==> src/rtl/l2_victim_buffer_pkg.sv <==
// Shared types and widths for the L2 victim (write-back) buffer.
// Line offset width follows from the line size in bytes.
package l2_victim_buffer_pkg;

    localparam int unsigned VB_ADDR_WIDTH = 16;
    localparam int unsigned VB_LINE_WIDTH = 128;

    typedef logic [VB_ADDR_WIDTH-1:0] lc3b_word;
    typedef logic [VB_LINE_WIDTH-1:0] lc3b_L2_line;

    typedef enum logic [1:0] {
        VB_IDLE     = 2'd0,
        VB_READ_MEM = 2'd1,
        VB_DRAIN    = 2'd2
    } vb_state_t;

endpackage

==> src/rtl/l2_victim_buffer_control.sv <==
// Victim buffer sequencing: L2 handshake decode, buffer load/clear strobes
// and the memory-side read/drain FSM.
module l2_victim_buffer_control
    import l2_victim_buffer_pkg::*;
(
    input  logic clk,
    input  logic rst,
    input  logic mem_read,
    input  logic mem_write,
    input  logic line_match,
    input  logic buf_valid,
    input  logic pmem_resp,
    output logic mem_resp,
    output logic buf_load,
    output logic buf_clear,
    output logic pmem_read,
    output logic pmem_write
);

    vb_state_t state;
    vb_state_t state_next;
    logic      req_rd;
    logic      req_wr;

    // Both strobes high is treated the same as no request.
    assign req_rd = mem_read & ~mem_write;
    assign req_wr = mem_write & ~mem_read;

    always_comb begin
        state_next = state;
        mem_resp   = 1'b0;
        buf_load   = 1'b0;
        buf_clear  = 1'b0;
        case (state)
            VB_IDLE: begin
                if (req_rd) begin
                    if (line_match) mem_resp   = 1'b1;
                    else            state_next = VB_READ_MEM;
                end else if (req_wr) begin
                    if (!buf_valid || line_match) begin
                        buf_load = 1'b1;
                        mem_resp = 1'b1;
                    end else begin
                        state_next = VB_DRAIN;
                    end
                end else if (buf_valid) begin
                    state_next = VB_DRAIN;
                end
            end
            VB_READ_MEM: begin
                if (pmem_resp) begin
                    mem_resp   = 1'b1;
                    state_next = VB_IDLE;
                end
            end
            VB_DRAIN: begin
                if (req_rd && line_match) mem_resp = 1'b1;
                if (pmem_resp) begin
                    buf_clear  = 1'b1;
                    state_next = VB_IDLE;
                end
            end
            default: state_next = VB_IDLE;
        endcase
    end

    // Memory strobes are registered images of the next state.
    always_ff @(posedge clk) begin
        if (rst) begin
            state      <= VB_IDLE;
            pmem_read  <= 1'b0;
            pmem_write <= 1'b0;
        end else begin
            state      <= state_next;
            pmem_read  <= (state_next == VB_READ_MEM);
            pmem_write <= (state_next == VB_DRAIN);
        end
    end

endmodule

==> src/rtl/l2_victim_buffer.sv <==
// Single-entry victim buffer between L2 and physical memory: holds one
// evicted line, serves hits on it and drains it when memory is idle.
module l2_victim_buffer
    import l2_victim_buffer_pkg::*;
#(
    parameter int unsigned ADDR_WIDTH = VB_ADDR_WIDTH,
    parameter int unsigned LINE_WIDTH = VB_LINE_WIDTH
) (
    input  logic                  clk,
    input  logic                  rst,
    input  logic                  mem_read,
    input  logic                  mem_write,
    input  logic [ADDR_WIDTH-1:0] mem_address,
    input  logic [LINE_WIDTH-1:0] mem_wdata,
    output logic [LINE_WIDTH-1:0] mem_rdata,
    output logic                  mem_resp,
    output logic                  pmem_read,
    output logic                  pmem_write,
    output logic [ADDR_WIDTH-1:0] pmem_address,
    output logic [LINE_WIDTH-1:0] pmem_wdata,
    input  logic [LINE_WIDTH-1:0] pmem_rdata,
    input  logic                  pmem_resp
);

    localparam int unsigned OFFSET_W = $clog2(LINE_WIDTH / 8);
    localparam int unsigned TAG_W    = ADDR_WIDTH - OFFSET_W;

    logic                  buf_valid;
    logic [TAG_W-1:0]      buf_tag;
    logic [LINE_WIDTH-1:0] buf_data;
    logic                  line_match;
    logic                  buf_load;
    logic                  buf_clear;

    assign line_match = buf_valid && (mem_address[ADDR_WIDTH-1:OFFSET_W] == buf_tag);

    always_ff @(posedge clk) begin
        if (rst) begin
            buf_valid <= 1'b0;
            buf_tag   <= '0;
            buf_data  <= '0;
        end else if (buf_load) begin
            buf_valid <= 1'b1;
            buf_tag   <= mem_address[ADDR_WIDTH-1:OFFSET_W];
            buf_data  <= mem_wdata;
        end else if (buf_clear) begin
            buf_valid <= 1'b0;
        end
    end

    // pmem_read is only high in READ_MEM, so it doubles as the data/address select.
    assign mem_rdata    = pmem_read ? pmem_rdata : buf_data;
    assign pmem_address = pmem_read ? mem_address : {buf_tag, {OFFSET_W{1'b0}}};
    assign pmem_wdata   = buf_data;

    l2_victim_buffer_control u_ctrl (
        .clk        (clk),
        .rst        (rst),
        .mem_read   (mem_read),
        .mem_write  (mem_write),
        .line_match (line_match),
        .buf_valid  (buf_valid),
        .pmem_resp  (pmem_resp),
        .mem_resp   (mem_resp),
        .buf_load   (buf_load),
        .buf_clear  (buf_clear),
        .pmem_read  (pmem_read),
        .pmem_write (pmem_write)
    );

endmodule
==> config.mk <==
export PLATFORM = sky130hd
export DESIGN_NAME = l2_victim_buffer
export DESIGN_NICKNAME = d
export VERILOG_FILES = /design/src/rtl/l2_victim_buffer_pkg.sv /design/src/rtl/l2_victim_buffer_control.sv /design/src/rtl/l2_victim_buffer.sv
export SDC_FILE = /design/constraint.sdc
export NUM_CORES = 1
export LEC_CHECK = 0
export BUFFER_PORTS_ARGS = -buffer_cell sky130_fd_sc_hd__buf_2
export CAP_MARGIN = 0
export CORE_AREA = 4 4 211 213
export CTS_CLUSTER_SIZE = 8
export DETAILED_ROUTE_END_ITERATION = 10
export DIE_AREA = 0 0 215 217
export PLACE_DENSITY_LB_ADDON = 0.1
export SLEW_MARGIN = 10
export SYNTH_ARGS = -nofsm -noshare
export SYNTH_HDL_FRONTEND = slang
export SYNTH_SLANG_ARGS = --single-unit
export TNS_END_PERCENT = 50
==> constraint.sdc <==
create_clock -name clk -period 2.19 [get_ports clk]
set_input_delay 0 -clock clk [delete_from_list [all_inputs] [get_ports clk]]
set_output_delay 0 -clock clk [all_outputs]
set_load 0.1 [all_outputs]
# Word-level counts from Yosys, hierarchy flattened

Index checks and enable logic that the tools add are counted.

Flip-flop bits (word level): 145
Bits in latches: 0
RAM bits: 0
ROM bits: 0
Output and inout port bits: 275
Memories: 0

$add $sub $neg: 0
Multipliers: 0
Div/mod/pow operators: 0
Order comparisons: 0
Eq/ne operators: 5
Shifts and indexed selects: 0
Multiplexer cells: 21
Bitwise operators: 4
Reductions and logical operators: 7

Operators with widths:

| kind                 | count |
|---|---|
| $mux W128            | 1 |
| $mux W16             | 1 |
| $eq A12 B12 Y1       | 1 |
| $mux W2              | 6 |
| $mux W1              | 11 |
| $eq A2 B1 Y1 const B | 2 |
| $eq A2 B2 Y1 const B | 2 |
| $pmux W2 S2          | 1 |
| $pmux W1 S3          | 1 |
| $and A1 B1 Y1        | 2 |
| $logic_and A1 B1 Y1  | 2 |
| $logic_not A2 Y1     | 1 |
| $not A1 Y1           | 2 |
| $reduce_bool A2 Y1   | 1 |
| $reduce_or A2 Y1     | 1 |
| $logic_not A1 Y1     | 1 |
| $logic_or A1 B1 Y1   | 1 |

# Depth between registers and ports, before layout

Word-level depth: 8
Mapped depth: 8
Gate-level depth less buffers: 7

# Cells and area by module

From an unflattened synthesis, not the netlist that was laid out.

Cell total of the unflattened synthesis: 668
Area, all modules: 7385.8 um2

Modules (own cells, without submodules):

| module                   | times used | cells an instance | area an instance (um2) |
|---|---|---|---|
| l2_victim_buffer         | 1          | 633               | 7094.3 |
| l2_victim_buffer_control | 1          | 35                | 291.5 |

# Least setup slack after synthesis

OpenSTA, ideal clock, no wires.

Path kind: reg-to-output
From: reg u_ctrl.pmem_read
To: out pmem_address[0]
Data arrival time: 2.650 ns
Slack: -0.460 ns
Stages on the path, launching flop included: 5
Cell sequence: dfxtp_1 -> clkbuf_1 -> clkbuf_1 -> clkbuf_1 -> and2_1

Longest elaborated chain between the ends: 1

RTL lines:

| what                     | line                           | RTL |
|---|---|---|
| start: declaration       | l2_victim_buffer_control.sv:16 | `output logic pmem_read,` |
| start signal: assignment | l2_victim_buffer_control.sv:75 | `pmem_read <= (state_next == VB_READ_MEM);` |
| $mux W16                 | l2_victim_buffer.sv:53         | `assign pmem_address = pmem_read ? mem_address : {buf_tag, {OFFSET_W{1'b0}}};` |
| end: declaration         | l2_victim_buffer.sv:19         | `output logic [ADDR_WIDTH-1:0] pmem_address,` |

No other way between the ends.

# Worst setup path after layout

From: reg buf_tag[3]
To: out mem_resp

Longest elaborated chain between the ends: 7
Elaborated cells on any way between the ends: 10
Classes of those cells: 1 x eq/ne; 6 x mux; 3 x reduce/logical

RTL lines:

| what                     | line                           | RTL |
|---|---|---|
| start: declaration       | l2_victim_buffer.sv:29         | `logic [TAG_W-1:0] buf_tag;` |
| start signal: assignment | l2_victim_buffer.sv:44         | `buf_tag <= mem_address[ADDR_WIDTH-1:OFFSET_W];` |
| $eq A12 B12 Y1 (*)       | l2_victim_buffer.sv:35         | `assign line_match = buf_valid && (mem_address[ADDR_WIDTH-1:OFFSET_W] == buf_tag);` |
| $logic_and A1 B1 Y1 (*)  | l2_victim_buffer.sv:35         |  |
| $logic_or A1 B1 Y1       | l2_victim_buffer_control.sv:40 | `if (!buf_valid \|\| line_match) begin` |
| $mux W1                  | l2_victim_buffer_control.sv:40 |  |
| $mux W1                  | l2_victim_buffer_control.sv:39 | `end else if (req_wr) begin` |
| $mux W1                  | l2_victim_buffer_control.sv:36 | `if (req_rd) begin` |
| $pmux W1 S3 (*)          | l2_victim_buffer_control.sv:34 | `case (state)` |
| end: declaration         | l2_victim_buffer.sv:16         | `output logic mem_resp,` |

Every way passes the cells marked *; elsewhere a longest branch is shown, timed or not.

==> flow_metrics.env <==
export IMPL_status="finished clean"
export IMPL_drtIter0Drc=199
export IMPL_wire_per_inst_um=15.30
export IMPL_grt_pass1_vias=8426
export IMPL_hold_viol_final=0
export IMPL_critPathKind="reg2out"
export IMPL_place_congestion=0.7649
export IMPL_dp_cells=1886
export IMPL_fmax_mhz=480.8
export IMPL_p_comb_share_pct=48.4
export IMPL_p_seq_share_pct=26.5
export IMPL_htreeDepth=4
export IMPL_ys_ff_latch=145
export IMPL_tightest_slew_ns=0.6463
export IMPL_final_common_cell="buf_2"
export IMPL_fp_coreArea_mm2=0.04270
export IMPL_die_y_um=217
export IMPL_via_per_inst=3.997
export IMPL_cts_made_buffers=17
export IMPL_p_per_area_mw_per_mm2=807.9
export IMPL_syn_to_final_growth_pct=65.40
export IMPL_drc=0
export IMPL_max_vdd_ir_drop_mv=0.4790
export IMPL_min_period_ns=2.080
export IMPL_drt_wl_total_um=31590
export IMPL_setup_viol=0
export IMPL_cp_max_fo=3
export IMPL_timing_hold_ws_ns=0.05271
export IMPL_fin_crit_sh_pct=94.97
export IMPL_io_buffers=551
export IMPL_synth_nets=1106
export IMPL_synthCells=825
export IMPL_final_nets=1787
export IMPL_switching_share_pct=48.88
export IMPL_clock_path_buffers=2
export IMPL_ioPinCount=552
export IMPL_cp_data_required_time_ns=2.19
export IMPL_skew_ns=0.01074
export IMPL_antenna_found_initial=0
export IMPL_p_int_mw=5.754
export IMPL_power_switching_mw=5.502
export IMPL_dieArea_mm2=0.04666
export IMPL_syn_area_mm2=0.008423
export IMPL_mostFrequentLayoutCells="549 x buf_2, 280 x nand2b_1, 143 x dfxtp_1, 141 x dlygate4sd3_1"
export IMPL_placement_rows=76
export IMPL_dpl_hpwl_um=24330
export IMPL_die_w_um=215
export IMPL_clk_pin_slew_worst_paths_ns=0.06
export IMPL_ant_nets=0
export IMPL_cp_arrival_ns=2.08
export IMPL_min_path_type="in2reg"
export IMPL_grt_max_degree=116
export IMPL_max_cap_violations=0
export IMPL_synth_warnings=0
export IMPL_vias=8253
export IMPL_max_slew_margin_pct=56.91
export IMPL_cts_sinks=145
export IMPL_grt_first_pass_wirelength_um=47740
export IMPL_clkLatencyLatePin_ns=0.44
export IMPL_overflow=0
export IMPL_crit_path_end_kind="output pin"
export IMPL_synth_cell_types=34
export IMPL_ys_seq_area_share_pct=34.46
export IMPL_synth_avg_cell_area_um2=10.21
export IMPL_nFillCells=4481
export IMPL_leakagePower_nw=6.703
export IMPL_detail_route_first_pass_iterations=4
export IMPL_synth_ff_type="dfxtp_1"
export IMPL_synth_edf_count=0
export IMPL_finalMaxSlewViolations=0
export IMPL_drive_gt1_share_pct=50.36
export IMPL_initial_core_util_pct=19.73
export IMPL_n_antenna_cell=0
export IMPL_cts_tree="built"
export IMPL_cp_start_kind="register"
export IMPL_final_cells=2065
export IMPL_rsz0062_at_grt="yes"
export IMPL_track_usage_pct=12.83
export IMPL_clock_power_share_pct=25.1
export IMPL_cts_root_buf="clkbuf_16"
export IMPL_synthArstFlopShare_pct=0
## worst max-delay path, cell delays in order, from the launching register on
cell	delay, ns
dfxtp_1	0.33
xor2_1	0.17
nor4_2	0.26
buf_4	0.17
nand3_4	0.09
a22o_1	0.23
a21oi_2	0.18
buf_12	0.20
## Yosys cell counts (2+ instances only)
master / instances / area, um2
a21oi_1: 3 / 15.01
and2_1: 4 / 25.02
and3_1: 2 / 12.51
buf_4: 5 / 37.54
buf_8: 9 / 135.1
clkbuf_1: 47 / 176.4
dfxtp_1: 145 / 2903
ha_1: 4 / 50.05
inv_1: 4 / 15.01
mux2_2: 140 / 1577
mux2i_1: 140 / 1401
nand2_1: 2 / 7.510
nand2b_1: 280 / 1752
nor2_1: 3 / 11.26
nor2b_1: 2 / 12.51
nor4_2: 3 / 37.54
o211ai_1: 2 / 15.01
o21ai_0: 2 / 10.01
xor2_1: 13 / 113.9
## routing by layer
layer  track usage, %  part of all wire, %  wire length [um]  up-vias
li1                 -                    -                 -     4155
met1            15.40                   43             13430     3776
met4            4.101                  1.8               565        0
met3            2.932                  5.5              1744       25
met2            22.78                   50             15840      297
met5                0                    0                 0        -
## cell families after synthesis
group,count (synthesis),share of synthesized area (%)
AND/OR/NAND/NOR,301,22.45
flip-flops,145,34.46
AO/OA/AOI/OAI,15,1.278
adder cells (fa/ha/maj),4,0.5942
buffers and inverters,67,4.516
XOR/XNOR,13,1.352
multiplexers,280,35.35
## worst paths after layout
path / slack, ns / start / end / cells after the start
setup / recovery: 0.11 / buf_tag[3] / mem_resp / 7
hold / removal: 0.05 / mem_read / u_ctrl.state[1] / 4
setup reg to reg: 0.21 / buf_tag[3] / pmem_wdata[8] / 8
hold reg to reg: 0.49 / pmem_wdata[121] / pmem_wdata[121] / 2
## registers in the layout (all words and copies together) (netlist names)
register / cells
buf_tag: 12
buf_valid: 1
pmem_wdata: 128
u_ctrl.pmem_read: 1
u_ctrl.pmem_write: 1
u_ctrl.state: 2
## final cells by class
| cell class | instances | area, um2 | share of cell area, % |
|---|---|---|---|
| multi-input cells | 613 | 5172 | 37.13 |
| repair buffers | 725 | 4604 | 33.05 |
| flip-flops and latches | 145 | 2908 | 20.87 |
| well taps | 546 | 683.2 | 4.903 |
| clock buffers | 22 | 464.2 | 3.332 |
| clock inverters | 10 | 85.08 | 0.6107 |
| inverters | 4 | 15.01 | 0.1078 |
## metrics by stage
step	total power [mW]	TNS, ns	setup WS (ns)	area [um2]	util, %
floorplan	7.329	0	0.09724	8436	-
global placement	8.303	0	0.1032	11910	27.89
detailed placement	8.305	0	0.02196	11910	27.89
CTS	11.46	0	0.02741	13920	32.60
global route	11.71	-0.005172	-0.005172	13930	32.63
finish	11.26	0	0.1101	13930	32.63
## power groups by stage
stage | Sequential, mW | Clock (mW) | Combinational [mW]
final | 2.99 | 2.82 | 5.44
after global routing | 3.02 | 3.05 | 5.65
after CTS | 3.00 | 2.99 | 5.48
after detailed placement | 3.06 | 0 | 5.25
after global placement | 3.06 | 0 | 5.24
after floorplan | 4.08 | 0 | 3.25
## timing repair
action                                  4_1_cts  5_1_grt
resized for setup                             2        1
endpoints found under the setup margin        1        8
pin swaps                                     5        2
endpoints found under the hold margin       141        0
buffers inserted                              5        1
hold buffers                                141        0
No activity file was read; power rests on OpenSTA's default activity.
